## config.mk

```make
export PLATFORM = sky130hd
export DESIGN_NAME = counter_arbiter_flat
export DESIGN_NICKNAME = d
export VERILOG_FILES = /design/src/rtl/counter_arbiter_if.sv /design/src/rtl/counter_arbiter.sv /design/src/flat_wrapper.sv
export SDC_FILE = /design/constraint.sdc
export NUM_CORES = 1
export LEC_CHECK = 0
export BUFFER_PORTS_ARGS = -buffer_cell sky130_fd_sc_hd__buf_2
export CAP_MARGIN = 10
export CORE_UTILIZATION = 48
export CTS_BUF_LIST = sky130_fd_sc_hd__clkbuf_8
export DETAILED_ROUTE_END_ITERATION = 8
export GPL_TIMING_DRIVEN = 1
export PLACE_DENSITY = 0.81
export RECOVER_POWER = 25
export SETUP_SLACK_MARGIN = 0.4
export SLEW_MARGIN = 20
export SYNTH_ARGS = -nofsm -noshare
export SYNTH_HDL_FRONTEND = slang
export SYNTH_SLANG_ARGS = --single-unit
```

## constraint.sdc

```tcl
create_clock -name clk -period 2 [get_ports clk]
set_input_delay 0.4 -clock clk [delete_from_list [all_inputs] [get_ports clk]]
set_output_delay 0.4 -clock clk [all_outputs]
set_load 0.02 [all_outputs]
```

## src/rtl/counter_arbiter_if.sv

```systemverilog
// Bundle of requester, counter and completion signals for counter_arbiter.
// The arbiter connects on the slave side; requesters/counter/consumer on master.
interface counter_arbiter_if #(
    parameter int NREQ  = 4,
    parameter int WIDTH = 5
);
    localparam int IW = (NREQ > 1) ? $clog2(NREQ) : 1;

    logic [NREQ-1:0]       req_valid;
    logic [NREQ-1:0]       req_ready;
    logic [NREQ*WIDTH-1:0] req_data;
    logic [NREQ*WIDTH-1:0] req_len;
    logic                  cnt_load;
    logic                  cnt_enable;
    logic [WIDTH-1:0]      cnt_data;
    logic [WIDTH-1:0]      cnt_value;
    logic                  done_valid;
    logic                  done_ready;
    logic [IW-1:0]         done_id;
    logic [WIDTH-1:0]      done_value;

    modport master (
        output req_valid, req_data, req_len, cnt_value, done_ready,
        input  req_ready, cnt_load, cnt_enable, cnt_data,
        input  done_valid, done_id, done_value
    );

    modport slave (
        input  req_valid, req_data, req_len, cnt_value, done_ready,
        output req_ready, cnt_load, cnt_enable, cnt_data,
        output done_valid, done_id, done_value
    );
endinterface

```

## src/rtl/counter_arbiter.sv

```systemverilog
// Round-robin arbiter that sequences one shared load/enable counter.
// One job at a time: load start value, count len increments, report result.
module counter_arbiter #(
    parameter int NREQ  = 4,
    parameter int WIDTH = 5
) (
    input  logic              clk,
    input  logic              rst,
    counter_arbiter_if.slave  bus
);
    localparam int IW = (NREQ > 1) ? $clog2(NREQ) : 1;

    localparam logic [1:0] IDLE = 2'd0;
    localparam logic [1:0] LOAD = 2'd1;
    localparam logic [1:0] RUN  = 2'd2;
    localparam logic [1:0] DONE = 2'd3;

    logic [1:0]       state_q, state_d;
    logic [IW-1:0]    id_q, id_d;
    logic [WIDTH-1:0] data_q, data_d;
    logic [WIDTH-1:0] len_q, len_d;
    logic [WIDTH-1:0] rem_q, rem_d;
    logic [IW-1:0]    last_grant_q, last_grant_d;

    logic             cnt_load_q, cnt_load_d;
    logic             cnt_enable_q, cnt_enable_d;
    logic [WIDTH-1:0] cnt_data_q, cnt_data_d;
    logic             done_valid_q, done_valid_d;
    logic [IW-1:0]    done_id_q, done_id_d;

    logic [WIDTH-1:0] data_arr [NREQ];
    logic [WIDTH-1:0] len_arr  [NREQ];
    logic [IW-1:0]    grant;
    logic             grant_vld;

    // Unpack the flat per-requester job buses
    always_comb begin
        for (int i = 0; i < NREQ; i++) begin
            data_arr[i] = bus.req_data[i*WIDTH +: WIDTH];
            len_arr[i]  = bus.req_len[i*WIDTH +: WIDTH];
        end
    end

    // Round-robin search starting just after the last winner
    always_comb begin
        grant     = '0;
        grant_vld = 1'b0;
        for (int k = 1; k <= NREQ; k++) begin
            logic [IW-1:0] gi;
            gi = IW'((int'(last_grant_q) + k) % NREQ);
            if (!grant_vld && bus.req_valid[gi]) begin
                grant     = gi;
                grant_vld = 1'b1;
            end
        end
    end

    // One-hot accept, only offered while idle and out of reset
    always_comb begin
        bus.req_ready = '0;
        if (!rst && state_q == IDLE && grant_vld) begin
            bus.req_ready[grant] = 1'b1;
        end
    end

    // Job sequencing and next registered output values
    always_comb begin
        state_d      = state_q;
        id_d         = id_q;
        data_d       = data_q;
        len_d        = len_q;
        rem_d        = rem_q;
        last_grant_d = last_grant_q;
        case (state_q)
            IDLE: begin
                if (grant_vld) begin
                    id_d         = grant;
                    data_d       = data_arr[grant];
                    len_d        = len_arr[grant];
                    last_grant_d = grant;
                    state_d      = LOAD;
                end
            end
            LOAD: begin
                if (len_q != '0) begin
                    rem_d   = len_q;
                    state_d = RUN;
                end else begin
                    state_d = DONE;
                end
            end
            RUN: begin
                rem_d = rem_q - 1'b1;
                if (rem_q == WIDTH'(1)) begin
                    state_d = DONE;
                end
            end
            DONE: begin
                if (bus.done_ready) begin
                    state_d = IDLE;
                end
            end
            default: state_d = IDLE;
        endcase

        cnt_load_d   = (state_d == LOAD);
        cnt_enable_d = (state_d == RUN);
        cnt_data_d   = (state_d == LOAD) ? data_d : '0;
        done_valid_d = (state_d == DONE);
        done_id_d    = (state_d == DONE) ? id_d : '0;
    end

    // State and output registers; reset drops any job in flight
    always_ff @(posedge clk) begin
        if (rst) begin
            state_q      <= IDLE;
            id_q         <= '0;
            data_q       <= '0;
            len_q        <= '0;
            rem_q        <= '0;
            last_grant_q <= IW'(NREQ - 1);
            cnt_load_q   <= 1'b0;
            cnt_enable_q <= 1'b0;
            cnt_data_q   <= '0;
            done_valid_q <= 1'b0;
            done_id_q    <= '0;
        end else begin
            state_q      <= state_d;
            id_q         <= id_d;
            data_q       <= data_d;
            len_q        <= len_d;
            rem_q        <= rem_d;
            last_grant_q <= last_grant_d;
            cnt_load_q   <= cnt_load_d;
            cnt_enable_q <= cnt_enable_d;
            cnt_data_q   <= cnt_data_d;
            done_valid_q <= done_valid_d;
            done_id_q    <= done_id_d;
        end
    end

    assign bus.cnt_load   = cnt_load_q;
    assign bus.cnt_enable = cnt_enable_q;
    assign bus.cnt_data   = cnt_data_q;
    assign bus.done_valid = done_valid_q;
    assign bus.done_id    = done_id_q;
    // Counter is idle in DONE, so its live value is the stable result
    assign bus.done_value = done_valid_q ? bus.cnt_value : '0;

endmodule

```

## src/flat_wrapper.sv

```systemverilog
// flat-port wrapper written by rule: the top's interface ports become plain ports
module counter_arbiter_flat 
#(
    parameter int NREQ  = 4,
    parameter int WIDTH = 5
)
  (clk, rst, bus_req_valid, bus_req_data, bus_req_len, bus_cnt_value, bus_done_ready, bus_req_ready, bus_cnt_load, bus_cnt_enable, bus_cnt_data, bus_done_valid, bus_done_id, bus_done_value);
  counter_arbiter_if #(.NREQ(NREQ), .WIDTH(WIDTH)) bus_i ();
  input  logic clk;
  input  logic rst;
  input wire logic [$bits(bus_i.req_valid)-1:0] bus_req_valid;
  input wire logic [$bits(bus_i.req_data)-1:0] bus_req_data;
  input wire logic [$bits(bus_i.req_len)-1:0] bus_req_len;
  input wire logic [$bits(bus_i.cnt_value)-1:0] bus_cnt_value;
  input wire logic [$bits(bus_i.done_ready)-1:0] bus_done_ready;
  output wire logic [$bits(bus_i.req_ready)-1:0] bus_req_ready;
  output wire logic [$bits(bus_i.cnt_load)-1:0] bus_cnt_load;
  output wire logic [$bits(bus_i.cnt_enable)-1:0] bus_cnt_enable;
  output wire logic [$bits(bus_i.cnt_data)-1:0] bus_cnt_data;
  output wire logic [$bits(bus_i.done_valid)-1:0] bus_done_valid;
  output wire logic [$bits(bus_i.done_id)-1:0] bus_done_id;
  output wire logic [$bits(bus_i.done_value)-1:0] bus_done_value;
  assign bus_i.req_valid = bus_req_valid;
  assign bus_i.req_data = bus_req_data;
  assign bus_i.req_len = bus_req_len;
  assign bus_i.cnt_value = bus_cnt_value;
  assign bus_i.done_ready = bus_done_ready;
  assign bus_req_ready = bus_i.req_ready;
  assign bus_cnt_load = bus_i.cnt_load;
  assign bus_cnt_enable = bus_i.cnt_enable;
  assign bus_cnt_data = bus_i.cnt_data;
  assign bus_done_valid = bus_i.done_valid;
  assign bus_done_id = bus_i.done_id;
  assign bus_done_value = bus_i.done_value;
  counter_arbiter #(.NREQ(NREQ), .WIDTH(WIDTH)) u_core (.clk(clk), .rst(rst), .bus(bus_i));
endmodule
```

== Word-level counts from Yosys, hierarchy flattened ==
Cells that the tools add are included.

* Add/subtract/negate cells: 5
* $lt $le $gt $ge: 7
* Eq/ne operators: 8
* Muxes and demuxes: 37
* Bitwise logic cells: 3
* Reduce and logical (&&, ||, !) cells: 17

{| class="wikitable"
|+ Operator list
! kind !! number
|-
| $mux 5 || 8
|-
| $bmux 5 s2 || 2
|-
| $mux 2 || 9
|-
| $lt 2x3->1 const B || 5
|-
| $mux 1 || 10
|-
| $pmux 5 s2 || 1
|-
| $bmux 1 s2 || 4
|-
| $eq 2x2->1 const B || 4
|-
| $pmux 2 s4 || 1
|-
| $logic_and 1x1->1 || 6
|-
| $eq 5x1->1 const B || 1
|-
| $reduce_bool 5->1 || 1
|-
| $sub 5x1->5 const B || 1
|-
| $add 2x1->2 const B || 2
|-
| $add 2x2->2 const B || 2
|-
| $eq 2x1->1 const B || 2
|-
| $logic_not 1->1 || 4
|-
| $mux 4 || 1
|-
| $reduce_and 2->1 || 2
|-
| $reduce_or 2->1 || 2
|-
| $ge 3x3->1 const B || 1
|-
| $not 2->3 || 1
|-
| $demux 1 s2 || 1
|-
| $ge 2x1->1 const B || 1
|-
| 4 further kinds || 5
|}

* Register bits: 31
* Output and inout bits: 19
* Logic and storage cells: 88

== Depth between registers and ports, before layout ==
* Depth after elaboration: 19
* Mapped depth: 6
* Depth with buffers taken out: 6

== Worst setup path after synthesis ==
Ideal clock, no wire load.

* Path type: input-to-output
* Start: in bus_req_valid[1]
* End: out bus_req_ready[3]
* Arrival time: 1408 ps
* Setup slack: 192 ps
* Stages: 5
* Buffers on the path: 2
* Cell sequence: buf_2 or3_1 o311ai_2 buf_6 and3_1

* Cells in the longest elaborated chain, start to end: 17
* Elaborated cells between the ends (all ways): 29
* Classes of those cells: order compare (2); mux (19); reduce/logical (8)

{| class="wikitable"
|+ Ends and longest elaborated chain
! what !! RTL line !! text
|-
| start: declaration || flat_wrapper.sv:11 || <nowiki>input wire logic [$bits(bus_i.req_valid)-1:0] bus_req_valid;</nowiki>
|-
| $bmux 1 s2 || counter_arbiter.sv:51 || <nowiki>if (!grant_vld && bus.req_valid[gi]) begin</nowiki>
|-
| $mux 1 (not written as such) || counter_arbiter.sv:51 ||
|-
| $mux 1 || counter_arbiter.sv:51 ||
|-
| $logic_not 1->1 || counter_arbiter.sv:51 ||
|-
| $logic_and 1x1->1 || counter_arbiter.sv:51 ||
|-
| $mux 1 || counter_arbiter.sv:51 ||
|-
| $logic_not 1->1 || counter_arbiter.sv:51 ||
|-
| $logic_and 1x1->1 || counter_arbiter.sv:51 ||
|-
| $mux 1 || counter_arbiter.sv:51 ||
|-
| $logic_not 1->1 || counter_arbiter.sv:51 ||
|-
| $logic_and 1x1->1 || counter_arbiter.sv:51 ||
|-
| $mux 2 || counter_arbiter.sv:51 ||
|-
| $lt 2x3->1 (not written as such) / $ge 2x1->1 (equally long branches) || counter_arbiter.sv:62 || <nowiki>bus.req_ready[grant] = 1'b1;</nowiki>
|-
| $logic_and 1x1->1 (not written as such) || counter_arbiter.sv:62 ||
|-
| $mux 1 (not written as such) || counter_arbiter.sv:62 ||
|-
| $demux 1 s2 || n/a ||
|-
| $mux 4 * || counter_arbiter.sv:61 || <nowiki>if (!rst && state_q == IDLE && grant_vld) begin</nowiki>
|-
| end: declaration || flat_wrapper.sv:16 || <nowiki>output wire logic [$bits(bus_i.req_ready)-1:0] bus_req_ready;</nowiki>
|}

Mark *: on every way between the ends. The rest lies on a longest branch, timed or not. The select of a mux whose other input is x is not followed.

== Worst setup path after layout ==
* Start: reg u_core.last_grant_q[0]
* End: out bus_req_ready[1]

* Cells in the longest elaborated chain, start to end: 18
* Elaborated cells between the ends (all ways): 33
* Classes of those cells: add/sub (4); order compare (2); mux (19); reduce/logical (8)

{| class="wikitable"
|+ Ends and longest elaborated chain
! what !! RTL line !! text
|-
| start: declaration || counter_arbiter.sv:23 || <nowiki>logic [IW-1:0] last_grant_q, last_grant_d;</nowiki>
|-
| start signal: assignment || counter_arbiter.sv:121 || <nowiki>last_grant_q <= IW'(NREQ - 1);</nowiki>
|-
| start signal: assignment || counter_arbiter.sv:133 || <nowiki>last_grant_q <= last_grant_d;</nowiki>
|-
| $add 2x1->2 || counter_arbiter.sv:50 || <nowiki>gi = IW'((int'(last_grant_q) + k) % NREQ);</nowiki>
|-
| $bmux 1 s2 || counter_arbiter.sv:51 ||
|-
| $mux 1 (not written as such) || counter_arbiter.sv:51 ||
|-
| $mux 1 || counter_arbiter.sv:51 ||
|-
| $logic_not 1->1 || counter_arbiter.sv:51 ||
|-
| $logic_and 1x1->1 || counter_arbiter.sv:51 ||
|-
| $mux 1 || counter_arbiter.sv:51 ||
|-
| $logic_not 1->1 || counter_arbiter.sv:51 ||
|-
| [... 2 more ...] || n/a ||
|-
| $logic_not 1->1 || counter_arbiter.sv:51 ||
|-
| $logic_and 1x1->1 || counter_arbiter.sv:51 ||
|-
| $mux 2 || counter_arbiter.sv:51 ||
|-
| $lt 2x3->1 (not written as such) / $ge 2x1->1 (equally long branches) || counter_arbiter.sv:62 ||
|-
| $logic_and 1x1->1 (not written as such) || counter_arbiter.sv:62 ||
|-
| $mux 1 (not written as such) || counter_arbiter.sv:62 ||
|-
| $demux 1 s2 || n/a ||
|-
| $mux 4 * || counter_arbiter.sv:61 ||
|}

Marked as above.

==> results.yml <==
hold_path:
  holdPathStages: 3
  worstHoldStart: "bus_req_data[2]"
  hold_path_class: "input port to register"
  min_to: "u_core.bus.cnt_data[2]$_SDFF_PP0_"
layout:
  postLayoutCoreUtil_pct: 70.6
  drive_gt1_share_pct: 41.5
  antennaDiodeCount: 0
  area_growth_pct: 38.0
  register_area_sq_um: 529
  n_fill_cell: 252
  fin_nets: 321
  multiInputGateArea_sq_mm: 0.00102
setup_path:
  rr_endpoint: "u_core.rem_q[4]$_SDFFE_PP0P_"
  required_ns: 1.60
  cp-end-kind: "output port"
  crit_path_top_delay_cell: "dfxtp_4"
  cp_data_arrival_time_ns: 1.44
  crit_chain: "nand2b_4, a311o_1, and3_4, buf_6"
  start_kind: "register"
  reg2regPathDepth: 5
  crit_fanout: 6
  cp_slowest_stage_delay_ns: 0.37
  r2r_start: "u_core.len_q[0]$_SDFFE_PP0P_"
  path_class: "register to output port"
  r2r_slack_ns: 0.48
pwr:
  internal_power_w: 0.00121
  p_switching_w: 0.000762
  clockPowerShare_pct: 15.0
  power_density_mw_per_mm2: 899
  p_leak_nw: 0.976
  switching_share_pct: 38.6
  peakVddDrop_mv: 0.449
  power_frac_seq_pct: 36.8
  pwr-share-comb_pct: 48.2
drt:
  num_vias: 1770
  drt-total-wl_microns: 4540
  antenna_left: 0
  drt_iter0_markers: 85
  viasPerCell: 5.73
  first_pass_iters: 4
  drc_errors: 0
  wl_per_cell_microns: 14.7
global_routing:
  grt_max_degree: 19
  antenna_found_initial: 0
  grt_pass1_wl_microns: 7270
  overflow: 0
  grt_util_all_layers_pct: 27.2
  grt_pass1_vias: 1665
sta:
  hold_viol: 0
  tightest_slew_ns: 0.397
  relSlewSlack_pct: 73.5
  period_needed_ns: 1.84
  drv_slew: 0
  final-setup-viol-count: 0
  rsz0062_at_grt: "yes"
  timing.setup.tns_ns: 0
  max_freq_ghz: 0.545
  fin_crit_sh_pct: 91.8
  finalClockSkew_ns: 0.00288
synthesis:
  yosys-top-cells-area: "dfxtp_1 (33%), and2_1 (5.9%), a32oi_2 (4.1%)"
  synth_top_area_share_pct: 32.8
  ys_ff_latch: 26
  yosysTopAreaCell: "dfxtp_1"
  synthArstFlopShare_pct: 0
  yosys_warnings: 0
  synth-edff-count: 0
  ys.flop_type: "dfxtp_1"
  synthCells: 188
  avgSynthCellArea_sq_um: 8.45
  yosysSeqAreaShare_pct: 32.8
  netlist_area_sq_mm: 0.00159
  synth.distinct_cells: 49
  synth_nets: 242
clock_network:
  h-tree-depth: 1
  clockBufferDepth: 2
  cts_hold_buf: 0
  clk_pin_slew_ns: 0.09
  cts_tree: "built"
  root_buffer: "clkbuf_8"
  clock_latency_ns: 0.26
  cts_buffers: 3
  clock-sinks: 26
flow_run:
  drv_cap: 0
placement:
  dpl.hpwl_microns: 3250
  gp_congestion: 0.918
  port_buffers: 70
floorplan:
  die_area_sq_mm: 0.00354
  initial_core_util_pct: 51.2
  die_h_microns: 59.5
  core_area_sq_mm: 0.00310
  die_w_microns: 59.5
  rows: 20
  pin_count: 71
status:
  status: "completed"
==> repair_timing <==
action | 4_1_cts | 5_1_grt
resized for setup | 22 | 3
buffers inserted | 4 | 2
endpoints found under the setup margin | 5 | 6
pin swaps | 8 | 4
==> power by group through the flow <==
stage                     Combinational, W  Clock [W]  Sequential [W]
after CTS                         0.000924   0.000301        0.000721
after floorplan                   0.000593          0        0.000742
final                             0.000951   0.000295        0.000725
after detailed placement          0.000852          0        0.000726
after global placement            0.000840          0        0.000723
after global routing               0.00104   0.000332        0.000739
==> layout make-up <==
type	count	area share (%)
Inverter	9	1.54
Multi-Input combinational cell	138	46.5
Timing Repair Buffer	89	23.5
Clock buffer	3	1.88
Sequential cell	26	24.1
Tap cell	44	2.51
==> critical path: cells and delay by family (launching register included) <==
family | cells | cell delay (ns)
buf+inv | 1 | 0.12
simple gates | 2 | 0.33
flops | 1 | 0.37
compound gates | 1 | 0.34
==> cells in the mapped netlist (all sizes together), types with 2 or more instances <==
library cell / instances
nand2b: 3
nor2b: 2
nor4: 3
o21ai: 12
a21boi: 2
a211o: 2
xor2: 2
nor2: 17
a21oi: 12
clkbuf: 5
and3: 6
dfxtp: 26
and2: 15
a32oi: 10
nor3b: 2
a211oi: 5
buf: 10
nand2: 6
nor3: 5
ha: 2
a311oi: 5
a221oi: 5
a31oi: 7
inv: 8
==> layout by cell type (no fill, tap or decap), types with 2 or more instances in the layout <==
cell      instances
buf_2            57
dfxtp_1          23
buf_4            17
and2_1           15
nor2_1           12
a21oi_1          12
clkbuf_1          9
inv_1             8
o21ai_0           8
a31oi_1           7
a32oi_1           6
buf_6             6
nor3_1            5
nand2_1           5
a221oi_1          5
a311oi_1          5
a32oi_2           4
a211oi_1          4
nor2_2            3
and3_4            3
and3_1            3
o21ai_1           3
nor4_1            3
clkbuf_8          3
nor2_4            2
nand2b_1          2
nor3b_1           2
xor2_1            2
ha_1              2
dfxtp_4           2
==> flip-flops by register name (all words and copies together) (netlist names) <==
signal,flops
u_core.bus.done_valid,1
u_core.bus.done_id,2
u_core.id_q,2
u_core.len_q,5
u_core.rem_q,5
u_core.last_grant_q,2
u_core.bus.cnt_data,5
u_core.bus.cnt_load,1
u_core.bus.cnt_enable,1
u_core.state_q,2
==> routing by layer <==
layer / global-route usage, % / vias up / wire length (microns)
met5: 0 / - / 0
met4: 11.0 / 0 / 82
met3: 7.21 / 10 / 414
met2: 47.0 / 96 / 2230
met1: 31.9 / 810 / 1820
li1: - / 854 / -
==> how the worst max path moves through the flow <==
stage / startpoint / end / slack (ns) / cells after the start
4_1_cts: u_core.last_grant_q[0]$_SDFFE_PP1P_ / bus_req_ready[1] / 0.18 / 4
2_1_floorplan: bus_req_valid[1] / bus_req_ready[3] / 0.25 / 5
3_3_place_gp: bus_req_valid[2] / bus_req_ready[3] / 0.20 / 5
5_1_grt: u_core.state_q[0]$_SDFF_PP0_ / bus_req_ready[2] / 0.12 / 6
6_report: u_core.last_grant_q[0]$_SDFFE_PP1P_ / bus_req_ready[1] / 0.16 / 4
3_5_place_dp: bus_req_valid[2] / bus_req_ready[3] / 0.19 / 5
==> metrics by stage <==
stage                     instance area (sq um)  instances  setup WS, ns  hold slack, ns  total power (W)
after floorplan                            1630        188         0.254           0.455          0.00134
after global routing                       2190        309         0.119           0.414          0.00211
after detailed placement                   2040        300         0.193           0.478          0.00158
after CTS                                  2180        307         0.179           0.400          0.00195
after global placement                     2040        300         0.196           0.475          0.00156
final                                      2190        309         0.165           0.399          0.00197
==> kinds of logic (layout without fill, tap and decap cells) <==
group,count (synthesis),after routing,share of synthesized area [%]
flip-flops,26,26,32.8
buffers and inverters,24,101,7.40
AO/OA/AOI/OAI,68,68,33.7
XOR/XNOR,3,3,1.65
adder cells (fa/ha/maj),2,2,1.57
AND/OR/NAND/NOR,63,63,21.6
multiplexers,2,2,1.34
No activity file was read; power rests on OpenSTA's default activity.
